**config.mk**
```make
export PLATFORM = sky130hd
export DESIGN_NAME = cnt_timer_ctrl
export DESIGN_NICKNAME = d
export VERILOG_FILES = /design/src/rtl/cnt_timer_ctrl.sv
export SDC_FILE = /design/constraint.sdc
export NUM_CORES = 1
export LEC_CHECK = 0
export ABC_CLOCK_PERIOD_IN_PS = 1900
export CAP_MARGIN = 30
export CELL_PAD_IN_SITES_DETAIL_PLACEMENT = 0
export CELL_PAD_IN_SITES_GLOBAL_PLACEMENT = 1
export CORE_MARGIN = 4
export CORE_UTILIZATION = 37
export DETAILED_ROUTE_END_ITERATION = 6
export PLACE_DENSITY = 0.83
export SETUP_SLACK_MARGIN = 0.2
export SLEW_MARGIN = 0
export SYNTH_ARGS = -nofsm -noshare
export SYNTH_HDL_FRONTEND = slang
export SYNTH_SLANG_ARGS = --single-unit
```
**constraint.sdc**
```tcl
create_clock -name clk -period 1.9 [get_ports clk]
set_input_delay 0.38 -clock clk [delete_from_list [all_inputs] [get_ports clk]]
set_output_delay 0.38 -clock clk [all_outputs]
set_load 0.1 [all_outputs]
```
**src/rtl/cnt_timer_ctrl.sv**
```systemverilog
// Programmable timer controller around an n-bit up-counter: start/stop/pause, latched terminal
// value, one-shot or periodic reload, one-cycle done pulse. Optional divider: CNT_PRESCALER_EN.
module cnt_timer_ctrl #(
    parameter int CNT_WIDTH = 8,
    parameter int PRE_WIDTH = 4
) (
    input  logic                 clk,
    input  logic                 reset_n,
    input  logic                 start,
    input  logic                 stop,
    input  logic                 pause,
    input  logic                 periodic,
    input  logic [CNT_WIDTH-1:0] term_val,
`ifdef CNT_PRESCALER_EN
    input  logic [PRE_WIDTH-1:0] prescale,
`endif
    output logic [CNT_WIDTH-1:0] counter,
    output logic                 busy,
    output logic                 done,
    output logic [1:0]           state
);

    typedef enum logic [1:0] {
        S_IDLE = 2'b00,
        S_RUN  = 2'b01,
        S_HOLD = 2'b10,
        S_DONE = 2'b11
    } state_t;

    localparam logic [CNT_WIDTH-1:0] LP_CNT_ONE = CNT_WIDTH'(1);

    state_t               r_state;
    logic [CNT_WIDTH-1:0] r_counter;
    logic [CNT_WIDTH-1:0] r_term_lat;
    logic                 r_periodic;
    logic                 r_done;
    logic                 r_busy;

    state_t               w_state_nxt;
    logic [CNT_WIDTH-1:0] w_counter_nxt;
    logic [CNT_WIDTH-1:0] w_term_nxt;
    logic                 w_periodic_nxt;
    logic                 w_done_nxt;
    logic                 w_active;
    logic                 w_tick;
    logic                 w_terminal;

    // A cycle counts when the timer is armed and not paused; leaving HOLD counts too,
    // so a pause costs exactly as many cycles as it was held high.
    assign w_active   = ((r_state == S_RUN) || (r_state == S_HOLD)) && !pause;
    assign w_terminal = w_active && w_tick && (r_counter == r_term_lat);

`ifdef CNT_PRESCALER_EN
    logic [PRE_WIDTH-1:0] r_pre_cnt;
    logic [PRE_WIDTH-1:0] r_pre_lat;

    localparam logic [PRE_WIDTH-1:0] LP_PRE_ONE = PRE_WIDTH'(1);

    assign w_tick = (r_pre_cnt == r_pre_lat);

    // Divider phase only advances on counting cycles, so HOLD freezes it in place.
    always_ff @(posedge clk or negedge reset_n) begin
        if (!reset_n) begin
            r_pre_cnt <= '0;
            r_pre_lat <= '0;
        end else if (stop) begin
            r_pre_cnt <= '0;
        end else if (start) begin
            r_pre_cnt <= '0;
            r_pre_lat <= prescale;
        end else if (w_active) begin
            r_pre_cnt <= w_tick ? '0 : r_pre_cnt + LP_PRE_ONE;
        end
    end
`else
    localparam logic [PRE_WIDTH-1:0] LP_PRE_ZERO = '0;

    assign w_tick = (LP_PRE_ZERO == '0);
`endif

    always_comb begin
        // NOTE: every comb output gets a default first so no path can infer a latch.
        w_state_nxt    = r_state;
        w_counter_nxt  = r_counter;
        w_term_nxt     = r_term_lat;
        w_periodic_nxt = r_periodic;
        w_done_nxt     = 1'b0;

        if (stop) begin
            w_state_nxt   = S_IDLE;
            w_counter_nxt = '0;
        end else if (start) begin
            w_state_nxt    = S_RUN;
            w_counter_nxt  = '0;
            w_term_nxt     = term_val;
            w_periodic_nxt = periodic;
            w_done_nxt     = w_terminal;
        end else begin
            unique case (r_state)
                S_RUN, S_HOLD: begin
                    if (pause) begin
                        w_state_nxt = S_HOLD;
                    end else begin
                        w_state_nxt = S_RUN;
                        if (w_terminal) begin
                            w_done_nxt = 1'b1;
                            if (r_periodic) begin
                                w_counter_nxt = '0;
                            end else begin
                                w_state_nxt = S_DONE;
                            end
                        end else if (w_tick) begin
                            w_counter_nxt = r_counter + LP_CNT_ONE;
                        end
                    end
                end
                S_IDLE: w_counter_nxt = '0;
                S_DONE: w_state_nxt   = S_DONE;
                default: w_state_nxt  = S_IDLE;
            endcase
        end
    end

    // NOTE: sequential state uses non-blocking assignments so all registers update together.
    always_ff @(posedge clk or negedge reset_n) begin
        if (!reset_n) begin
            r_state    <= S_IDLE;
            r_counter  <= '0;
            r_term_lat <= '0;
            r_periodic <= 1'b0;
            r_done     <= 1'b0;
            r_busy     <= 1'b0;
        end else begin
            r_state    <= w_state_nxt;
            r_counter  <= w_counter_nxt;
            r_term_lat <= w_term_nxt;
            r_periodic <= w_periodic_nxt;
            r_done     <= w_done_nxt;
            r_busy     <= (w_state_nxt == S_RUN) || (w_state_nxt == S_HOLD);
        end
    end

    assign counter = r_counter;
    assign busy    = r_busy;
    assign done    = r_done;
    assign state   = r_state;

endmodule

```
Word-level counts from Yosys, hierarchy flattened --
Cells that the tools add are included.
Storage, ports and cells: flip-flop bits (word level) 21, input bits 14, output and inout port bits 12, word-level logic and storage cells 43
Operators by class: $add $sub $neg 1, equality and inequality tests 8, multiplexer cells 17, bitwise logic cells 1, reductions and logical operators 10
Operator list (count):
- $mux 8 | 5
- $pmux 8 s2 | 1
- $mux 2 | 5
- $add 8x1->8 const B | 1
- $eq 8x8->1 | 1
- $eq 2x2->1 const B | 3
- $mux 1 | 5
- $ne 5x5->1 const B | 1
- $eq 2x1->1 const B | 2
- $ne 4x4->1 const B | 1
- $pmux 2 s2 | 1
- $reduce_bool 4->1 | 1
- $reduce_and 3->1 | 1
- $logic_and 1x1->1 | 2
- $logic_not 2->1 | 1
- $logic_or 1x1->1 | 2
- $reduce_and 2->1 | 1
- $reduce_or 2->1 | 1
- $logic_not 1->1 | 1
- $not 1->1 | 1

Longest topological paths before layout --
Gate-level depths: netlist (run 1).
word-level depth 11, depth in mapped cells 8, gate-level depth less buffers 7

Worst setup path before layout (run 1) --
Ideal clock, no wire load.
kind register to register, start point reg r_state[0], in the netlist state[0], end point reg r_counter[3], in the netlist counter[3], library setup time 0.126 ns, arrival 2.381 ns, required time 1.774 ns, setup slack -0.607 ns, stages on the path, launching flop included 9, buffers on the path 1, clock period less this slack 2.507 ns, cell sequence dfrtp_1 > inv_1 > ha_1 > nor2b_1 > and4_1 > a31oi_1 > buf_6 > and3_1 > a221o_1
Between the ends: longest elaborated chain between the ends 9, elaborated cells on any way between the ends 16, classes of those cells eq/ne (4); mux (5); reduce/logical (7)
Ends and longest elaborated chain:
- start, declared | RTL line 32 | state_t r_state;
- start signal, assigned | RTL line 134 | r_state <= w_state_nxt;
- $eq 2x1->1 / $eq 2x2->1 (equally long branches) | RTL line 50, 99
- $logic_or 1x1->1 | RTL line 50 | assign w_active = ((r_state == S_RUN) || (r_state == S_HOLD)) && !pause;
- $logic_and 1x1->1 | RTL line 50
- $logic_and 1x1->1 | RTL line 51 | assign w_terminal = w_active && w_tick && (r_counter == r_term_lat);
- $mux 8 | RTL line 105 | if (w_terminal) begin
- $mux 8 | RTL line 101 | if (pause) begin
- $pmux 8 s2 | RTL line 99 | unique case (r_state)
- $mux 8 | RTL line 92 | end else if (start) begin
- $mux 8 | RTL line 89 | if (stop) begin
- end signal, assigned | RTL line 135 | r_counter <= w_counter_nxt;
- end, declared | RTL line 33 | logic [CNT_WIDTH-1:0] r_counter;
Parallel ways exist; a longest one is shown, timed or not. The select of a mux whose other input is x is not followed. A chain may end at the register's enable or synchronous reset.

Final worst setup path (run 1) --
start point reg r_state[1], in the netlist state[1], end point reg r_counter[4], in the netlist counter[4]
Same word-level chain as after synthesis.

==> impl_metrics.py, run 1 <==
metrics = {
    "synthesis": {
        "ys_seq_elements": 21,
        "yosysUniqueCellTypes": 30,
        "yosys.area.top_type": "dfrtp_1",
        "synthSimpleGateAreaFrac_pct": 17.49,
        "synthTopCellsByArea": "dfrtp_1, mux2_2, xor2_1, nand3_1, ha_1",
        "ys_async_sr_fraction_pct": 100.0,
        "avgSynthCellArea_sq_um": 10.46,
        "synth_top_family_by_area": "simple AND/OR/NAND/NOR gates",
        "yosysMostFrequentCell": "dfrtp_1",
        "syn_nets": 123,
        "synth_common_cells": "dfrtp_1, mux2_2, inv_1, nand3_1, nor2_1",
        "yosysTopAreaCellShare_pct": 47.40,
        "syn_area_sq_mm": 0.001109,
        "yosys.area_share.adder_pct": 3.386,
        "seq_area_frac_synth_pct": 47.40,
        "synthCells": 106,
        "ys.flop_type": "dfrtp_1",
        "synth_compound_area_share_pct": 10.38,
        "muxShareOfSynthArea_pct": 10.16,
        "synth_edf_count": 0,
        "synth_xor_area_share_pct": 7.111,
        "yosys_warnings": 0,
    },
    "worst_hold_path": {
        "hold_path.class": "in2async",
    },
    "finish": {
        "nets": 165,
        "syn_to_final_growth_pct": 56.09,
        "drive_gt1_share_pct": 43.54,
        "postLayoutCellArea_sq_mm": 0.001730,
        "antenna_cells": 0,
    },
    "route": {
        "dr.pass1.iters": 4,
        "totalWireLength_um": 2713,
        "routedWlPerCell_um": 15.24,
        "route.detailed.drc": 0,
        "routed_via_density": 5.517,
        "dr_total_vias": 982,
        "antenna_left": 0,
        "drt-initial-drc-count": 30,
    },
    "sta": {
        "finalHoldViolCount": 0,
        "period_minus_slack_ps": 1888,
        "relSlewSlack_pct": 71.54,
        "fin_crit_sh_pct": 99.39,
        "worstMarginPinSlew_ps": 425.3,
        "fin_hold_ws_ps": 397.3,
        "rsz0062_at_grt": "yes",
        "setup_viol": 0,
        "clock-skew-final_ps": 4.358,
        "max_freq_mhz": 529.6,
        "slew_viol_final": 0,
    },
    "cts": {
        "cts_buffers": 3,
        "cts_tree": "done",
        "cts-root-buf": "clkbuf_4",
        "htree_levels": 1,
        "insertion_delay_ps": 310,
        "clk_path_buf_depth": 2,
        "clock-sinks": 21,
        "cts.clk_slew.worst_paths_ps": 110,
    },
    "worst_setup_path": {
        "cp.required_ps": 2100,
        "end_kind": "register",
        "cp.arrival_ps": 2090,
        "path_class": "reg2reg",
        "critPathLaunchType": "register",
        "cp_max_fo": 4,
        "reg2reg_depth": 8,
    },
    "die": {
        "die_w_um": 62.74,
        "die_area_sq_mm": 0.003936,
        "initial_utilization_pct": 39.52,
        "ios": 26,
        "coreArea_sq_mm": 0.002805,
        "die_h_um": 62.74,
        "rows": 19,
    },
    "power_and_ir_drop": {
        "powerDensity_mw_per_mm2": 597.3,
        "p_leak_nw": 0.7136,
        "irDropWorstVdd_uv": 315.4,
    },
    "placement": {
        "place.gp.congestion": 0.8117,
        "hpwl_um": 2021,
        "post_dp_cell_area_sq_mm": 0.001602,
        "portBuffers": 25,
    },
    "global_routing": {
        "grt.overflow.total": 0,
        "antenna_found_initial": 0,
        "grt_pass1_wl_um": 4547,
        "first_global_vias": 975,
        "grt_usage_pct": 14.76,
        "grt_max_degree": 22,
    },
    "outcome": {
        "status": "finished, final reports clean",
    },
    "run": {
        "cap_violations": 0,
    },
}
==> routing by layer <==
layer	global-route usage, %	part of all wire, %
met5	0	0
met4	7.989	1.9
met3	3.058	5.0
met2	25.43	52
met1	17.04	41
==> cell usage in the layout (no fill, tap or decap), drive strengths merged <==
cell type	count
o21bai	1
nor2	7
dfrtp	21
buf	26
xor2	5
a21oi	2
clkdlybuf4s50	13
inv	8
nor2b	3
clkbuf	4
and4	1
nand4	2
nand2b	1
and3	2
a31oi	2
a32o	1
and2	1
ha	3
nand3b	1
o21ai	2
or2	2
nand3	8
nor3	3
o21a	1
mux2	10
nand2	6
o211ai	5
a221o	2
xnor2	4
==> area by class of cell <==
class,count,area [sq um]
clock buffer,4,26.28
timing repair buffer,39,457.9
fill,223,1075
tap,31,38.79
inverter,8,32.53
multi-input combinational,75,631.9
sequential,21,543.0
==> what timing repair did <==
action / CTS / global route
gates resized for setup: 7 / 10
endpoints found under the setup margin: 8 / 10
hold endpoints to repair: 0 / 0
pin swaps: 5 / 3
buffers inserted: 1 / 2
hold buffers: 0 / 0
==> power breakdown <==
part	switching [mW]	total, mW	internal [mW]
Clock	0.134	0.216	0.0821
Sequential	0.0284	0.514	0.485
Combinational	0.164	0.304	0.140
Total	0.326	1.03	0.708
==> state kept, by name (all words and copies together), names as in the netlist <==
signal,cells
busy,1
r_periodic,1
counter,8
state,2
r_term_lat,8
done,1
==> metrics by stage <==
step / TNS, ps / std cells / setup slack [ps] / total power [mW] / utilization, %
floorplan: -388.2 / 106 / -154.9 / 0.6845 / -
global placement: -125.1 / 171 / -63.27 / 0.7852 / 57.09
detailed placement: -237.5 / 171 / -88.57 / 0.7967 / 57.09
CTS: 0 / 176 / 45.25 / 1.031 / 59.63
global route: -102.0 / 178 / -47.61 / 1.083 / 61.69
finish: 0 / 178 / 11.65 / 1.034 / 61.69
==> worst paths after layout <==
path | startpoint | to | slack [ps]
max in group asynchronous | reset_n | counter[6]$_DFFE_PN0P_ | 1270
min | reset_n | state[0]$_DFF_PN0_ | 400
max | state[1]$_DFF_PN0_ | counter[4]$_DFFE_PN0P_ | 10
max reg2reg | state[1]$_DFF_PN0_ | counter[4]$_DFFE_PN0P_ | 10
min in group clk | r_periodic$_DFFE_PN0P_ | r_periodic$_DFFE_PN0P_ | 540
min reg2reg | r_periodic$_DFFE_PN0P_ | r_periodic$_DFFE_PN0P_ | 540
==> worst max-delay path, stage by stage, from the launching register on <==
cell	delay (ps)
dfrtp_4	430
inv_2	50
ha_4	270
nor2b_4	130
and4_4	240
a31oi_4	100
buf_6	150
and3_1	150
a221o_1	260
==> kinds of logic (layout without fill, tap and decap cells) <==
family,Yosys count,after routing
AO/OA/AOI/OAI,16,16
XOR/XNOR,9,9
AND/OR/NAND/NOR,37,37
flip-flops,21,21
multiplexers,10,10
adder cells (fa/ha/maj),3,3
buffers and inverters,10,51
Power figures use the tool's default switching activity.
==> inputs of run 2 (changes only) <==
ABC_CLOCK_PERIOD_IN_PS = 2200   (was 1900)
CORE_ASPECT_RATIO = 0.75   (was not set)
CORE_UTILIZATION = 42   (was 37)
CTS_BUF_LIST = sky130_fd_sc_hd__clkbuf_8   (was not set)
PLACE_DENSITY = 0.92   (was 0.83)
clock period = 2.2 ns   (was 1.9 ns; I/O delays follow)
==> run 2 against run 1 <==
  * Core utilization is 1.3 points higher
  * Clock skew is 1.3 ps higher
  * Total power is 13% lower
  * Combinational power is 28% lower
  * First-iteration DRC count is 3.3% lower
  * Critical path type unchanged
==> impl_metrics.py, run 2 (synthesized netlist as in run 1, its figures left out) <==
metrics = {
    "die": {
        "coreArea_sq_mm": 0.002402,
        "die_area_sq_mm": 0.003534,
        "die_w_um": 67.33,
        "die_h_um": 52.49,
        "rows": 15,
        "ios": 26,
        "initial_utilization_pct": 46.15,
    },
    "worst_setup_path": {
        "cp.required_ps": 2340,
        "critPathLaunchType": "register",
        "reg2reg_depth": 8,
        "path_class": "reg2reg",
        "cp_max_fo": 5,
        "cp.arrival_ps": 2080,
        "end_kind": "register",
    },
    "finish": {
        "drive_gt1_share_pct": 35.25,
        "nets": 157,
        "syn_to_final_growth_pct": 36.57,
        "postLayoutCellArea_sq_mm": 0.001514,
        "antenna_cells": 0,
        "final_util_pct": 63.02,
        "final_cell_mix": "buf_4, clkdlybuf4s50_1, dfrtp_1, mux2_2",
        "fillers": 217,
        "multi_input_area_sq_um": 580.6,
        "final_common_cell": "buf_4",
        "seq_area_sq_um": 543.0,
    },
    "sta": {
        "max_freq_mhz": 514.1,
        "setup_tns_ps": 0,
        "period_minus_slack_ps": 1945,
        "relSlewSlack_pct": 78.35,
        "clock-skew-final_ps": 5.682,
        "finalHoldViolCount": 0,
        "setup_viol": 0,
        "worstMarginPinSlew_ps": 323.0,
        "fin_crit_sh_pct": 88.42,
        "rsz0062_at_grt": "yes",
        "slew_viol_final": 0,
    },
    "global_routing": {
        "antenna_found_initial": 0,
        "grt.overflow.total": 0,
        "first_global_vias": 829,
        "grt_usage_pct": 15.16,
        "grt_pass1_wl_um": 3974,
        "grt_max_degree": 22,
    },
    "power_and_ir_drop": {
        "irDropWorstVdd_uv": 527.7,
        "p_leak_nw": 0.6397,
        "powerDensity_mw_per_mm2": 596.7,
        "p_total_uw": 903.3,
    },
    "route": {
        "antenna_left": 0,
        "totalWireLength_um": 2404,
        "routedWlPerCell_um": 13.90,
        "routed_via_density": 5.173,
        "dr.pass1.iters": 4,
        "drt-initial-drc-count": 29,
        "dr_total_vias": 895,
        "route.detailed.drc": 0,
    },
    "cts": {
        "cts.clk_slew.worst_paths_ps": 70,
        "cts_tree": "done",
        "cts-root-buf": "clkbuf_8",
        "htree_levels": 1,
        "clock-sinks": 21,
        "insertion_delay_ps": 260,
        "clk_path_buf_depth": 2,
        "cts_buffers": 3,
    },
    "placement": {
        "portBuffers": 25,
        "place.gp.congestion": 0.7875,
        "hpwl_um": 1820,
        "post_dp_cell_area_sq_mm": 0.001424,
    },
    "outcome": {
        "status": "finished, final reports clean",
    },
    "worst_hold_path": {
        "hold_path.class": "in2async",
    },
    "run": {
        "cap_violations": 0,
    },
}
## run 2: cell count changes in the layout (fill, tap and decap cells not counted), moves of 2 or more
cell,delta
buf_12,-10
buf_4,+2
clkbuf_4,-3
clkbuf_8,+3
nand3_1,+3
nand3_2,-2
## run 2: critical path, cell delays in order, from the launching register on
cell and delay [ps]:
dfrtp_4 440, inv_2 50, ha_4 270, nor2b_4 150, and4_4 240, a31oi_4 100, buf_6 150, and3_4 150
a221o_1 270
## run 2: metal layers
metal | GRT usage, % | vias to the layer above | share of wire, %
li1 | - | 437 | -
met1 | 21.48 | 425 | 47
met2 | 22.84 | 29 | 45
met3 | 4.506 | 4 | 7.0
met4 | 3.030 | 0 | 0.58
met5 | 0 | - | 0
## run 2: final timing paths
kind | startpoint | endpoint | slack (ps)
setup / recovery | state[1]$_DFF_PN0_ | counter[3]$_DFFE_PN0P_ | 250
hold / removal | reset_n | busy$_DFF_PN0_ | 520
setup reg to reg | state[1]$_DFF_PN0_ | counter[3]$_DFFE_PN0P_ | 250
hold reg to reg | r_periodic$_DFFE_PN0P_ | r_periodic$_DFFE_PN0P_ | 530
max in group asynchronous | reset_n | state[0]$_DFF_PN0_ | 1430
min in group clk | r_periodic$_DFFE_PN0P_ | r_periodic$_DFFE_PN0P_ | 530
## run 2: power breakdown
part | internal [mW] | total (mW) | switching [mW]
logic | 0.0970 | 0.220 | 0.123
clock network | 0.124 | 0.241 | 0.117
registers | 0.419 | 0.442 | 0.0227
## run 2: metrics by stage
stage | cells | setup slack (ps) | hold slack (ps)
2_1_floorplan | 106 | 144.0 | 144.4
3_3_place_gp | 167 | 148.1 | 503.7
3_5_place_dp | 167 | 99.33 | 521.6
4_1_cts | 171 | 212.4 | 534.0
5_1_grt | 173 | 189.5 | 539.9
6_report | 173 | 254.8 | 517.8
## run 2: layout make-up
cell class                      instances  area share, %
Clock buffer                            3          2.727
Tap cell                               34          2.810
Multi-Input combinational cell         75          38.35
Timing Repair Buffer                   31          18.02
Clock inverter                          1         0.2479
Sequential cell                        21          35.87
Inverter                                8          1.983
## run 2: repair_timing
| item | CTS | global route |
|---|---|---|
| hold buffers | 0 | 0 |
| setup buffers | 0 | 1 |
| resized for setup | 0 | 5 |
| endpoints found under the setup margin | 0 | 2 |
